===== config.mk =====
export PLATFORM = sky130hd
export DESIGN_NAME = fetch_sequencer
export DESIGN_NICKNAME = d
export VERILOG_FILES = /design/src/rtl/fetch_pkg.sv /design/src/rtl/sync_fifo.sv /design/src/rtl/fetch_sequencer.sv
export SDC_FILE = /design/constraint.sdc
export NUM_CORES = 1
export LEC_CHECK = 0
export ABC_CLOCK_PERIOD_IN_PS = 4700
export CORE_MARGIN = 1
export CORE_UTILIZATION = 30
export CTS_CLUSTER_DIAMETER = 100
export DETAILED_ROUTE_END_ITERATION = 10
export PLACE_DENSITY = 0.54
export SKIP_CTS_REPAIR_TIMING = 1
export SYNTH_ARGS = -nofsm -noshare
export SYNTH_HDL_FRONTEND = slang
export SYNTH_SLANG_ARGS = --single-unit

===== constraint.sdc =====
create_clock -name clk -period 4.7 [get_ports clk]
set_input_delay 0.94 -clock clk [delete_from_list [all_inputs] [get_ports clk]]
set_output_delay 0.94 -clock clk [all_outputs]
set_load 0.02 [all_outputs]

===== src/rtl/fetch_pkg.sv =====
// Shared types and constants for the fetch sequencer and its bench.
package fetch_pkg;

    localparam int unsigned XLEN = 32;
    localparam int unsigned PC_STEP = 4;
    localparam logic [XLEN-1:0] NOP_INSTR = 32'h0000_0013;

    typedef struct packed {
        logic [XLEN-1:0] instr;
        logic [XLEN-1:0] pc;
    } fetch_entry_t;

endpackage


===== src/rtl/sync_fifo.sv =====
// Single-clock FIFO with flush; flush overrides push/pop in the same cycle.
module sync_fifo #(
    parameter int unsigned WIDTH = 32,
    parameter int unsigned DEPTH = 4,
    localparam int unsigned CW = $clog2(DEPTH + 1),
    localparam int unsigned PW = (DEPTH > 1) ? $clog2(DEPTH) : 1
) (
    input  logic             clk,
    input  logic             rst_n,
    input  logic             push,
    input  logic             pop,
    input  logic             flush,
    input  logic [WIDTH-1:0] wdata,
    output logic [WIDTH-1:0] rdata,
    output logic             full,
    output logic             empty,
    output logic [CW-1:0]    count
);

    logic [WIDTH-1:0] mem [DEPTH];
    logic [PW-1:0]    rd_ptr;
    logic [PW-1:0]    wr_ptr;
    logic             do_push;
    logic             do_pop;

    function automatic logic [PW-1:0] bump(input logic [PW-1:0] p);
        return (p == PW'(DEPTH - 1)) ? '0 : p + 1'b1;
    endfunction

    assign do_push = push && !flush;
    assign do_pop  = pop && !flush && !empty;
    assign full    = (count == CW'(DEPTH));
    assign empty   = (count == '0);
    assign rdata   = mem[rd_ptr];

    always_ff @(posedge clk or negedge rst_n) begin
        if (!rst_n) begin
            rd_ptr <= '0;
            wr_ptr <= '0;
            count  <= '0;
        end else if (flush) begin
            rd_ptr <= '0;
            wr_ptr <= '0;
            count  <= '0;
        end else begin
            if (do_push) wr_ptr <= bump(wr_ptr);
            if (do_pop)  rd_ptr <= bump(rd_ptr);
            count <= count + CW'(do_push) - CW'(do_pop);
        end
    end

    // Storage needs no reset: entries are only read once count covers them.
    always_ff @(posedge clk) begin
        if (do_push) mem[wr_ptr] <= wdata;
    end

    assert property (@(posedge clk) disable iff (!rst_n) !(do_push && full && !do_pop));

endmodule


===== src/rtl/fetch_sequencer.sv =====
// Fetch PC owner: issues credit-limited word requests, queues returned words
// with their PCs, and flushes/discards stale traffic on a redirect.
module fetch_sequencer
    import fetch_pkg::*;
#(
    parameter int unsigned      size            = 32,
    parameter logic [size-1:0]  RESET_PC        = '0,
    parameter int unsigned      QDEPTH          = 4,
    parameter int unsigned      MAX_OUTSTANDING = 2
) (
    input  logic            clk,
    input  logic            reset,
    input  logic            buble,
    input  logic            misprediction,
    input  logic [size-1:0] correct_pc,
    input  logic            jump,
    input  logic [size-1:0] jump_target,
    output logic            imem_req_valid,
    input  logic            imem_req_ready,
    output logic [size-1:0] imem_req_addr,
    input  logic            imem_rsp_valid,
    input  logic [size-1:0] imem_rsp_data,
    output logic            inst_valid_o,
    output logic [size-1:0] instruction_o,
    output logic [size-1:0] current_pc
);

    localparam int unsigned OW = $clog2(MAX_OUTSTANDING + 1);
    localparam int unsigned QW = $clog2(QDEPTH + 1);

    logic [size-1:0]   fetch_pc;
    logic [OW-1:0]     outstanding;
    logic [OW-1:0]     outstanding_next;
    logic [OW-1:0]     discard;
    logic              q_full;
    logic              q_empty;
    logic [QW-1:0]     q_count;
    logic [2*size-1:0] q_rdata;
    logic              pf_full;
    logic              pf_empty;
    logic [size-1:0]   pf_rdata;
    logic              dequeue;
    logic              take_jump;
    logic              redirect;
    logic              accept;
    logic              q_push;
    logic [QW:0]       in_use;

    assign inst_valid_o  = !q_empty;
    assign instruction_o = q_empty ? '0 : q_rdata[2*size-1:size];
    assign current_pc    = q_empty ? '0 : q_rdata[size-1:0];

    assign dequeue   = inst_valid_o && !buble;
    assign take_jump = jump && dequeue && !misprediction;
    assign redirect  = misprediction || take_jump;

    // Queued words plus words still owed may never exceed the queue, so a
    // response always has a slot and memory needs no backpressure.
    assign in_use = (QW + 1)'(q_count) + (QW + 1)'(outstanding);
    assign imem_req_valid = reset && !redirect && !pf_full && (in_use < (QW + 1)'(QDEPTH));
    assign imem_req_addr  = fetch_pc;
    assign accept         = imem_req_valid && imem_req_ready;

    assign outstanding_next = outstanding + OW'(accept) - OW'(imem_rsp_valid);
    assign q_push           = imem_rsp_valid && (discard == '0) && !redirect;

    always_ff @(posedge clk or negedge reset) begin
        if (!reset) begin
            fetch_pc <= RESET_PC;
            discard  <= '0;
        end else if (redirect) begin
            fetch_pc <= misprediction ? correct_pc : jump_target;
            discard  <= outstanding_next;
        end else begin
            if (accept) fetch_pc <= fetch_pc + size'(PC_STEP);
            if (imem_rsp_valid && (discard != '0)) discard <= discard - 1'b1;
        end
    end

    // In-flight PCs are never flushed; discarded responses still pop them.
    sync_fifo #(.WIDTH(size), .DEPTH(MAX_OUTSTANDING)) u_pc_fifo (
        .clk   (clk),
        .rst_n (reset),
        .push  (accept),
        .pop   (imem_rsp_valid),
        .flush (1'b0),
        .wdata (fetch_pc),
        .rdata (pf_rdata),
        .full  (pf_full),
        .empty (pf_empty),
        .count (outstanding)
    );

    sync_fifo #(.WIDTH(2 * size), .DEPTH(QDEPTH)) u_inst_queue (
        .clk   (clk),
        .rst_n (reset),
        .push  (q_push),
        .pop   (dequeue),
        .flush (redirect),
        .wdata ({imem_rsp_data, pf_rdata}),
        .rdata (q_rdata),
        .full  (q_full),
        .empty (q_empty),
        .count (q_count)
    );

    assert property (@(posedge clk) disable iff (!reset) !(q_push && q_full && !dequeue));
    assert property (@(posedge clk) disable iff (!reset) !(imem_rsp_valid && pf_empty));
    assert property (@(posedge clk) disable iff (!reset) discard <= outstanding);

endmodule


======== Yosys cells after proc, flatten, opt, wreduce, memory -nomap -nowiden ========
Memory sizes are Yosys's and may differ from the RTL's.
Index checks and enable logic that the tools add are counted.
operators by class
  add/subtract/negate cells ............... 12
  magnitude comparators ................... 1
  eq/ne operators ......................... 3
  mux-type cells .......................... 20
  reduce and logical (&&, ||, !) cells .... 29
operator list
  cell                     number
  $mux W32                 5
  $add A32 B3 Y32 const B  1
  $mux W2                  8
  $logic_and A1 B1 Y1      14
  $reduce_bool A2 Y1       5
  $eq A2 B2 Y1 const B     3
  $logic_not A1 Y1         6
  $mux W1                  6
  $add A2 B1 Y2 const B    2
  $add A3 B2 Y4            1
  $logic_not A2 Y1         2
  $lt A4 B3 Y1 const B     1
  $sub A2 B1 Y2            2
  $add A3 B1 Y3            1
  $logic_not A3 Y1         1
  $mux W3                  1
  $sub A3 B1 Y3            1
  $add A1 B1 Y1 const B    2
  $add A2 B1 Y2            1
  $sub A2 B1 Y2 const B    1
  $logic_or A1 B1 Y1       1
storage, ports and cells
  bits in registers ....................... 45
  memory bits (writable) .................. 320
  output and inout port bits .............. 98
  word-level logic and storage cells ...... 75
  memories kept ........................... 2
memory list
  name              words  width  read ports  clocked after Yosys merged registers in  wr ports  RTL line         source
  u_inst_queue.mem  4      64     1           0                                        1         sync_fifo.sv:20  logic [WIDTH-1:0] mem [DEPTH];
  u_pc_fifo.mem     2      32     1           0                                        1         sync_fifo.sv:20

======== Longest topological paths before layout ========
Gate-level depths: netlist of run 1.
  depth after elaboration ................. 14
  mapped depth ............................ 12
  depth with buffers taken out ............ 10

======== Modules after synthesis ========
From an unflattened synthesis of run 1, not the netlist that was laid out.
unflattened totals
  cell total of the unflattened synthesis .. 863
  area total of the unflattened synthesis .. 15193.3 µm²
modules (own cells, without submodules)
  module                     times used  cells an instance  area an instance (µm²)  seq. area each (µm²)
  sync_fifo at u_inst_queue  1           379                9696.8                  7862.5
  fetch_sequencer            1           361                2926.6                  850.8
  sync_fifo at u_pc_fifo     1           123                2570.0                  2021.9

======== Worst setup path after synthesis of run 1 ========
Ideal clock, no wire load.
  kind .................................... input-to-reg
  start ................................... input reset
  end ..................................... memory u_pc_fifo.mem[0][0], enable pin
  setup time .............................. 0.461 ns
  arrival time ............................ 3.930 ns
  required time ........................... 4.239 ns
  setup slack ............................. 0.309 ns
  stages .................................. 5
  path buffers ............................ 2
  cell sequence ........................... nand4bb_1 or3_1 buf_2 buf_6 nor3_1
between the ends
  word-level cells in the longest chain between the ends .. 6
RTL lines
  element                            RTL line               source
  from (decl)                        fetch_sequencer.sv:12  input logic reset,
  $logic_and A1 B1 Y1 (3 in series)  fetch_sequencer.sv:60  assign imem_req_valid = reset && !redirect && !pf_full && (in_use < (QW + 1)'(QDEPTH));
  $logic_and A1 B1 Y1                fetch_sequencer.sv:62  assign accept = imem_req_valid && imem_req_ready;
  $mux W1                            sync_fifo.sv:54        if (do_push) mem[wr_ptr] <= wdata;
  $mux W1 (not written as such)      sync_fifo.sv:54
  to (decl)                          sync_fifo.sv:20
No other way between the ends.

======== Worst setup path after layout of run 1 ========
  start ................................... register u_inst_queue.count[2]
  end ..................................... output current_pc[30]
between the ends
  word-level cells in the longest chain between the ends .. 2
RTL lines
  element                 RTL line               source
  from (decl)             sync_fifo.sv:17        output logic [CW-1:0] count
  from (signal assigned)  sync_fifo.sv:48        count <= count + CW'(do_push) - CW'(do_pop);
  $logic_not A3 Y1        sync_fifo.sv:33        assign empty = (count == '0);
  $mux W32                fetch_sequencer.sv:51  assign current_pc = q_empty ? '0 : q_rdata[size-1:0];
  to (decl)               fetch_sequencer.sv:25  output logic [size-1:0] current_pc
No other way between the ends.

==> metrics.cfg, run 1 <==
[route]
vias = 7996
ant_nets = 0
wl_mm = 35.9
drt-vias-per-instance = 4.54
drt_iter0_drc = 364
wl_per_cell_um = 20.4
drc_errors = 0
first_pass_iters = 4

[placement]
place_congestion = 0.721
dpl-instance-area_mm2 = 0.0179
io_buffer_count = 200
dp_hpwl_mm = 22.5

[cts]
clk_pin_slew_worst_paths_ns = 0.06
h-tree-depth = 2
numCtsBuffers = 43
worstSkewPairLatency_ns = 0.57
cts-root-buf = clkbuf_16
clock_sinks = 365
cts_tree = done
clockBufferDepth = 3

[yosys]
synth_fp_nets = 956
syn_area_mm2 = 0.0150
synth-edff-count = 320
syn_avg_cell_area_um2 = 17.8
synth_async_sr_flop_share = 0.123
synth-simple-area-share = 0.0805
synth-compound-area-share = 0.0304
yosys.area.top_type = edfxtp_1
synth_top_family_by_area = multiplexers
yosys_warnings = 0
synthTopCellsByArea = edfxtp_1, mux4_2, dfrtp_1
ys_seq_area_frac = 0.718
yosys.area.top_type_share = 0.642
synthMuxAreaShare = 0.122
ys_types = 42
synth_xor_area_frac = 0.0217
synthCells = 839
synthFlopType = edfxtp_1
synth_seq_cells = 365
yosys.area_share.adder = 0.0122

[power_and_ir_drop]
irDropWorstVdd_mv = 0.228
power_density_mw_per_mm2 = 493
p_leak_nw = 6.24
p_total_mw = 9.53

[setup_path]
startpoint_type = register
critPathBufInv = 3
path_delay_family = buffers and inverters
critPathKind = reg2out
crit_chain = nor3_1 -> inv_2 -> buf_4 -> and2_1 -> clkdlybuf4s50_1
worstPathRequired_ns = 3.76
worstPathMaxFanout = 38
end_kind = output port
cp_slowest_cell = clkdlybuf4s50_1
reg2reg_slack_ns = 1.57
critPathArrivalTime_ns = 3.10
cp_slowest_stage_delay_ns = 0.55

[grt]
grt_start_max_net_pins = 66
gr-total-overflow = 0
grt_pass1_vias = 8537
antenna_found_initial = 1
track_usage = 0.145
grt_pass1_wl_mm = 53.7

[sta]
hold_viol = 0
setup_viol = 0
period_minus_slack_ns = 4.04
drv_slew = 0
tns_ns = 0
max_freq_ghz = 0.247
relSlewSlack = 0.323
finalCritPeriodShare = 0.860
worstMarginPinSlew_ns = 1.02
rsz0062_at_grt = no
skew_ns = 0.0277

[floorplanning]
core-area_mm2 = 0.0491
die_w_um = 225
initial_core_util = 0.305
die_height_um = 225
dieArea_mm2 = 0.0508
ios = 201
rows = 81

[finish]
area_growth_pct = 29.3
layout-drive-gt1-share = 0.187
nets = 1178
fin_area_mm2 = 0.0193

[job]
max-cap-violations = 0

[outcome]
status = complete, no violations

[min_path]
hold_path.class = in2async

==> worst reg2reg max path, cell delays in order, from the launching register on <==
cell     delay (ns)
dfrtp_1        0.42
nor3_1         0.50
nor2_1         0.22
a21o_1         0.35
nor2_1         0.36
and2_4         0.58
buf_12         0.34
==> metal layers <==
metal,track usage,vias up,part of all wire
met5,0,-,0
met3,0.0391,37,0.060
met1,0.191,3995,0.45
li1,-,3747,-
met4,0.0327,0,0.013
met2,0.237,217,0.48
==> layout by cell type, fill, tap and decap left out, drive strengths merged, types with 4 or more instances in the layout <==
cell,synthesis,layout
mux2,32,32
nand3,11,11
buf,13,21
xor2,17,17
inv,13,16
and4,4,4
nand2,19,19
nor4,9,9
o21ai,6,6
nand4,15,15
and2,71,71
a211oi,29,29
xnor2,20,20
edfxtp,320,320
a21oi,34,34
nor3,13,13
ha,13,13
bufinv,0,7
nor2b,31,31
clkbuf,29,48
nor2,12,12
clkdlybuf4s50,0,198
clkinv,0,22
dfrtp,45,45
mux4,64,64
==> state kept, by name, indices dropped and copies added (netlist names) <==
name,count
u_inst_queue.count,3
discard,2
imem_req_addr,32
u_inst_queue.mem,256
u_inst_queue.wr_ptr,2
u_pc_fifo.count,2
u_pc_fifo.rd_ptr,1
u_inst_queue.rd_ptr,2
u_pc_fifo.mem,64
u_pc_fifo.wr_ptr,1
==> synthesized netlist by cell type, drive strengths merged, types with 15 or more instances <==
library cell / instances
mux2: 32
xor2: 17
a21oi: 34
dfrtp: 45
mux4: 64
nor2b: 31
clkbuf: 29
and2: 71
edfxtp: 320
nand4: 15
a211oi: 29
nand2: 19
xnor2: 20
==> kinds of logic after synthesis <==
| logic type | count (synthesis) |
|---|---|
| AO/OA/AOI/OAI | 73 |
| XOR/XNOR | 37 |
| adder cells (fa/ha/maj) | 14 |
| buffers and inverters | 55 |
| flip-flops | 365 |
| multiplexers | 99 |
| AND/OR/NAND/NOR | 196 |
==> where the power goes <==
group	internal (mW)	switching, mW	total [mW]
Clock	2.10	1.31	3.41
Combinational	0.938	1.03	1.96
Sequential	3.87	0.282	4.15
==> through the flow <==
stage          hold slack, ns   util  setup WS [ns]  cells
6_report                0.387  0.394          0.658   1762
5_1_grt                 0.401  0.394          0.432   1760
4_1_cts                 0.360  0.394          0.568   1760
3_5_place_dp            0.493  0.364          0.813   1680
3_3_place_gp            0.491  0.364          0.778   1680
2_1_floorplan           0.456      -          0.309    839
==> final cells by class <==
cell class	count	area (µm²)
fill	4611	29700
sequential	365	10700
multi-input combinational	419	4020
timing repair buffer	219	2220
clock buffer	48	1120
tap	664	831
clock inverter	32	348
inverter	13	48.8
antenna	2	5.00
==> final timing paths <==
kind,start,end,cells after the start
worst min register to register,u_pc_fifo.wr_ptr$_DFFE_PN0P_,u_pc_fifo.wr_ptr$_DFFE_PN0P_,1
worst min-delay path,reset,u_pc_fifo.count[1]$_DFF_PN0_,1
max in group asynchronous,reset,imem_req_addr[2]$_DFFE_PN0P_,2
worst max register to register,u_inst_queue.count[2]$_DFF_PN0_,u_inst_queue.mem[3][59]$_DFFE_PP_,6
worst max-delay path,u_inst_queue.count[2]$_DFF_PN0_,current_pc[30],5
min in group clk,u_pc_fifo.wr_ptr$_DFFE_PN0P_,u_pc_fifo.wr_ptr$_DFFE_PN0P_,1
(Power assumes the default switching activity.)
==> inputs of run 2 (changes only) <==
Settings changed: PLACE_DENSITY 0.54 to not set, SKIP_CTS_REPAIR_TIMING 1 to not set, SLEW_MARGIN set to 20.
==> run 2 against run 1 <==
Net effect:
- flip-flop and latch count is the same
- non-clock buffer count grew 1
- clock power shrank 8.2%
- power shrank 3.2%
- register-to-register slack gained 0.09 ns
- die area is the same
- maximum frequency grew 2.3%
- combinational power is essentially flat
- sequential share of layout area grew 0.42 points
- count of clock-buffer cells in the layout grew 4
- critical path type unchanged
==> metrics.cfg, run 2 (synthesis gave the netlist of run 1 again) <==
[finish]
nets = 1177  ; -0.085%
fin_area_mm2 = 0.0192  ; -0.75%
top_register = u_inst_queue.mem
final_common_cell = edfxtp_1
layout-drive-gt1-share = 0.183  ; -0.00431
final_cell_mix = edfxtp_1, clkdlybuf4s50_1, and2_1
fillers = 4575  ; -0.78%
antenna_cells = 0  ; -2
largest_reg_flops = 256  ; unchanged
area_growth_pct = 28.3

[floorplanning]
die_w_um = 225  ; unchanged
die_height_um = 225  ; unchanged
core-area_mm2 = 0.0491  ; unchanged
initial_core_util = 0.305  ; unchanged
dieArea_mm2 = 0.0508  ; unchanged
rows = 81  ; unchanged
ios = 201  ; unchanged

[cts]
post_cts_buffers = 0
cts_resized = 0
clockBufferDepth = 3  ; unchanged
clock_sinks = 365  ; unchanged
worstSkewPairLatency_ns = 0.56  ; about the same
cts_tree = done
numCtsBuffers = 41  ; -4.7%
clk_pin_slew_worst_paths_ns = 0.06  ; about the same
cts-root-buf = clkbuf_16
h-tree-depth = 2  ; unchanged
holdBufCountCts = 0

[grt]
grt_use_met1 = 0.177  ; -0.0134
gr-total-overflow = 0  ; unchanged
grt_pass1_wl_mm = 51.6  ; -4.0%
busiest_layer = met2
use_met2 = 0.234  ; -0.00339
globalRouteMet3Util = 0.0319  ; -0.00717
grt_start_max_net_pins = 68  ; +3.0%
grt_pass1_vias = 8451  ; -1.0%
antenna_found_initial = 0  ; -1
track_usage = 0.138  ; -0.00626

[power_and_ir_drop]
irDropWorstVdd_mv = 0.233  ; +2.1%
p_leak_nw = 6.16  ; -1.2%
power_density_mw_per_mm2 = 480  ; -2.5%

[setup_path]
worstPathRequired_ns = 3.76  ; about the same
critPathArrivalTime_ns = 3.01  ; -0.09 ns
worstPathMaxFanout = 10  ; -74%
reg2reg_slack_ns = 1.66  ; +0.09 ns
reg2reg_to = u_inst_queue.mem[2][39]$_DFFE_PP_
path_depth = 5  ; unchanged
cp_slowest_cell = clkdlybuf4s50_1
startpoint_type = register
cp_slowest_stage_delay_ns = 0.68  ; +0.13 ns
ff2ff_path_depth = 6  ; unchanged
end_kind = output port
crit_chain = nor3_1 -> nor2_1 -> a21o_1 -> nor4_1 -> clkdlybuf4s50_1
critPathKind = reg2out
r2r_start = u_inst_queue.count[2]$_DFF_PN0_
critPathBufInv = 1  ; -2
path_delay_family = simple AND/OR/NAND/NOR gates

[sta]
drv_slew = 0  ; unchanged
worstMarginPinSlew_ns = 0.992  ; -0.0239 ns
rsz0062_at_grt = no
finalCritPeriodShare = 0.841  ; -0.0189
max_freq_ghz = 0.253  ; +2.3%
relSlewSlack = 0.333  ; +0.00984
skew_ns = 0.0217  ; -0.00599 ns
hold_viol = 0  ; unchanged
whs_ns = 0.323  ; -0.0639 ns
period_minus_slack_ns = 3.95  ; -0.0890 ns
setup_viol = 0  ; unchanged
tns_ns = 0  ; unchanged

[placement]
place_congestion = 0.748  ; +3.7%
dpl-instance-area_mm2 = 0.0179  ; about the same
dp_hpwl_mm = 21.8  ; -3.1%
io_buffer_count = 200  ; unchanged

[min_path]
hold_path.class = in2async

[route]
drt-vias-per-instance = 4.59  ; +1.2%
drt_iter0_drc = 427  ; +17%
wl_per_cell_um = 19.7  ; -3.1%
drc_errors = 0  ; unchanged
vias = 8048  ; +0.65%
wl_mm = 34.6  ; -3.6%
ant_nets = 0  ; unchanged
first_pass_iters = 6  ; +2

[outcome]
status = complete, no violations

[job]
max-cap-violations = 0  ; unchanged

==> run 2: worst max-delay path by stage <==
stage                                          from                             to  slack, ns
finish              u_inst_queue.count[2]$_DFF_PN0_                 imem_req_valid       0.75
global route        u_inst_queue.count[2]$_DFF_PN0_                 imem_req_valid       0.49
CTS                 u_inst_queue.count[2]$_DFF_PN0_                 imem_req_valid       0.66
detailed placement                            buble                 imem_req_valid       0.81
global placement                              buble                 imem_req_valid       0.74
floorplan                                     reset  u_pc_fifo.mem[0][0]$_DFFE_PP_       0.31
==> run 2: power breakdown <==
part,switching (mW),total (mW),internal [mW]
Clock,1.25,3.13,1.87
Sequential,0.273,4.14,3.87
Combinational,1.01,1.95,0.938
==> run 2: area by class of cell <==
cell class | instances | area (µm²) | area share
flip-flops and latches | 365 | 10700 | 0.560
multi-input cells | 419 | 4020 | 0.210
repair buffers | 220 | 2230 | 0.116
clock buffers | 52 | 1100 | 0.0572
well taps | 664 | 831 | 0.0433
clock inverters | 20 | 218 | 0.0113
inverters | 13 | 48.8 | 0.00254
==> run 2: per-layer routing <==
layer	up-vias	part of all wire
met4	0	0.020
met3	46	0.055
met2	210	0.49
li1	3725	-
met1	4067	0.44
met5	-	0
==> run 2: through the flow <==
step                      cells  utilization  total power [mW]  worst slack (ns)
after CTS                  1753        0.391              9.36             0.664
final                      1753        0.391              9.22             0.747
after detailed placement   1681        0.364              6.20             0.809
after global routing       1753        0.391              9.63             0.490
after global placement     1681        0.364              6.18             0.739
after floorplan             839            -              5.24             0.309
==> inputs of run 3 (changes only) <==
Settings changed: ABC_CLOCK_PERIOD_IN_PS 4700 to 3800.
Clock period 4.7 ns to 3.8 ns, I/O delays scaled along.
==> run 3 against run 2 <==
Net effect:
- first-iteration DRC count decreased by 4.4%
- combinational power increased by 31%
- worst hold slack lost 0.18 ns
- via count up 1.5%
- non-clock buffer count up 11
- setup slack worse by 0.48 ns
- clock skew rose by 0.00085 ns
- cell count grew 0.74%
- register-to-register slack lost 0.67 ns
- count of clock-buffer cells in the layout grew 1
- largest power group unchanged
==> metrics.cfg, run 3 (synthesis gave the netlist of run 1 again) <==
[outcome]
status = complete, no violations

[power_and_ir_drop]
power_frac_comb = 0.223  ; +0.011
irDropWorstVdd_mv = 0.271  ; +16%
intPower_mw = 8.25  ; +23%
p_total_mw = 11.4  ; +24%
switchingPower_mw = 3.18  ; +25%
power_frac_seq = 0.444  ; -0.005
swShare = 0.279  ; +0.00320
power_density_mw_per_mm2 = 592  ; +23%
pwr-share-clk = 0.333  ; -0.006
p_leak_nw = 6.24  ; +1.2%

[setup_path]
path_delay_family = simple AND/OR/NAND/NOR gates
critPathArrivalTime_ns = 2.77  ; -0.24 ns
cp_slowest_stage_delay_ns = 0.72  ; +0.04 ns
reg2reg_slack_ns = 0.99  ; -0.67 ns
cp_slowest_cell = clkdlybuf4s50_1
critPathKind = reg2out
path_depth = 5  ; unchanged
ff2ff_path_depth = 11  ; +5
reg2reg_to = u_inst_queue.count[2]$_DFF_PN0_
crit_chain = nor3_2 -> nor2_1 -> a21o_1 -> nor4_1 -> clkdlybuf4s50_1
worstPathRequired_ns = 3.04  ; -0.72 ns
end_kind = output port
r2r_start = u_inst_queue.count[2]$_DFF_PN0_
startpoint_type = register
worstPathMaxFanout = 5  ; -5
critPathBufInv = 1  ; unchanged

[route]
ant_nets = 0  ; unchanged
wl_per_cell_um = 20.1  ; +2.1%
drc_errors = 0  ; unchanged
wl_mm = 35.6  ; +2.9%
first_pass_iters = 4  ; -2
drt-vias-per-instance = 4.62  ; +0.73%
drt_iter0_drc = 408  ; -4.4%
vias = 8167  ; +1.5%

[finish]
area_growth_pct = 29.1
fillers = 4583  ; +0.17%
layout-drive-gt1-share = 0.191  ; +0.00783
fin_area_mm2 = 0.0193  ; +0.64%
top_register = u_inst_queue.mem
final_cell_mix = edfxtp_1, clkdlybuf4s50_1, and2_1
seqCellArea_mm2 = 0.0107  ; about the same
multiInputGateArea_mm2 = 0.00404  ; +0.28%
final_common_cell = edfxtp_1
largest_reg_flops = 256  ; unchanged
final_util = 0.394  ; +0.00250
nets = 1188  ; +0.93%
antenna_cells = 0  ; unchanged

[placement]
dp_hpwl_mm = 22.8  ; +4.2%
io_buffer_count = 200  ; unchanged
dpl-instance-area_mm2 = 0.0180  ; +0.59%
place_congestion = 0.764  ; +2.1%

[sta]
rsz0062_at_grt = no
worstMarginPinSlew_ns = 0.894  ; -0.0973 ns
whs_ns = 0.142  ; -0.181 ns
tns_ns = 0  ; unchanged
period_minus_slack_ns = 3.53
skew_ns = 0.0225  ; +0.000852 ns
finalCritPeriodShare = 0.930
drv_slew = 0  ; unchanged
setup_viol = 0  ; unchanged
max_freq_ghz = 0.283
hold_viol = 0  ; unchanged
relSlewSlack = 0.404  ; +0.0710

[grt]
grt_start_max_net_pins = 65  ; -4.4%
use_met2 = 0.239  ; +0.00508
grt_pass1_wl_mm = 53.0  ; +2.8%
antenna_found_initial = 2  ; +2
grt_use_met1 = 0.178  ; +0.000498
busiest_layer = met2
globalRouteMet3Util = 0.0317  ; -0.000261
track_usage = 0.142  ; +0.00345
grt_pass1_vias = 8741  ; +3.4%
gr-total-overflow = 0  ; unchanged

[floorplanning]
die_w_um = 225  ; unchanged
core-area_mm2 = 0.0491  ; unchanged
rows = 81  ; unchanged
dieArea_mm2 = 0.0508  ; unchanged
die_height_um = 225  ; unchanged
ios = 201  ; unchanged
initial_core_util = 0.305  ; unchanged

[cts]
cts-root-buf = clkbuf_16
worstSkewPairLatency_ns = 0.55  ; about the same
cts_tree = done
clock_sinks = 365  ; unchanged
numCtsBuffers = 41  ; unchanged
clockBufferDepth = 3  ; unchanged
clk_pin_slew_worst_paths_ns = 0.06  ; about the same
h-tree-depth = 2  ; unchanged

[job]
max-cap-violations = 0  ; unchanged

[min_path]
hold_path.class = in2async

-- run 3: routing by layer --
layer	share of wire	vias to the layer above
li1	-	3756
met1	0.44	4158
met2	0.49	200
met3	0.049	51
met4	0.025	2
met5	0.00037	-
-- run 3: stage by stage --
step | std cells | setup WS (ns)
final | 1766 | 0.266
after global routing | 1766 | 0.154
after CTS | 1765 | 0.0307
after detailed placement | 1691 | 0.397
after global placement | 1691 | 0.421
after floorplan | 839 | 0.387
-- run 3: power groups by stage --
| stage | sequential, mW | combinational, mW | clock (mW) |
|---|---|---|---|
| finish | 5.07 | 2.55 | 3.81 |
| global route | 5.11 | 2.77 | 4.06 |
| CTS | 5.09 | 2.59 | 3.93 |
| detailed placement | 5.17 | 2.58 | 0 |
| global placement | 5.16 | 2.55 | 0 |
| floorplan | 5.09 | 1.39 | 0 |
-- run 3: area by class of cell --
class | count | share of cell area
Tap cell | 664 | 0.0430
Clock inverter | 21 | 0.00810
Inverter | 13 | 0.00253
Timing Repair Buffer | 231 | 0.122
Clock buffer | 53 | 0.0593
Multi-Input combinational cell | 419 | 0.209
Sequential cell | 365 | 0.556
-- run 3: worst max path at each step --
stage / endpoint / startpoint / slack, ns
after floorplan: u_inst_queue.mem[0][0]$_DFFE_PP_ / u_inst_queue.count[2]$_DFF_PN0_ / 0.39
after global placement: imem_req_valid / buble / 0.42
after detailed placement: imem_req_valid / buble / 0.40
after CTS: current_pc[28] / u_inst_queue.rd_ptr[0]$_DFFE_PN0P_ / 0.03
after global routing: current_pc[28] / u_inst_queue.rd_ptr[0]$_DFFE_PN0P_ / 0.15
final: imem_req_valid / u_inst_queue.count[2]$_DFF_PN0_ / 0.27
-- run 3: what timing repair did --
action,CTS,global route
hold buffers,0,0
resized for setup,0,1
endpoints found under the hold margin,0,0
endpoints found under the setup margin,0,5
setup buffers,0,1
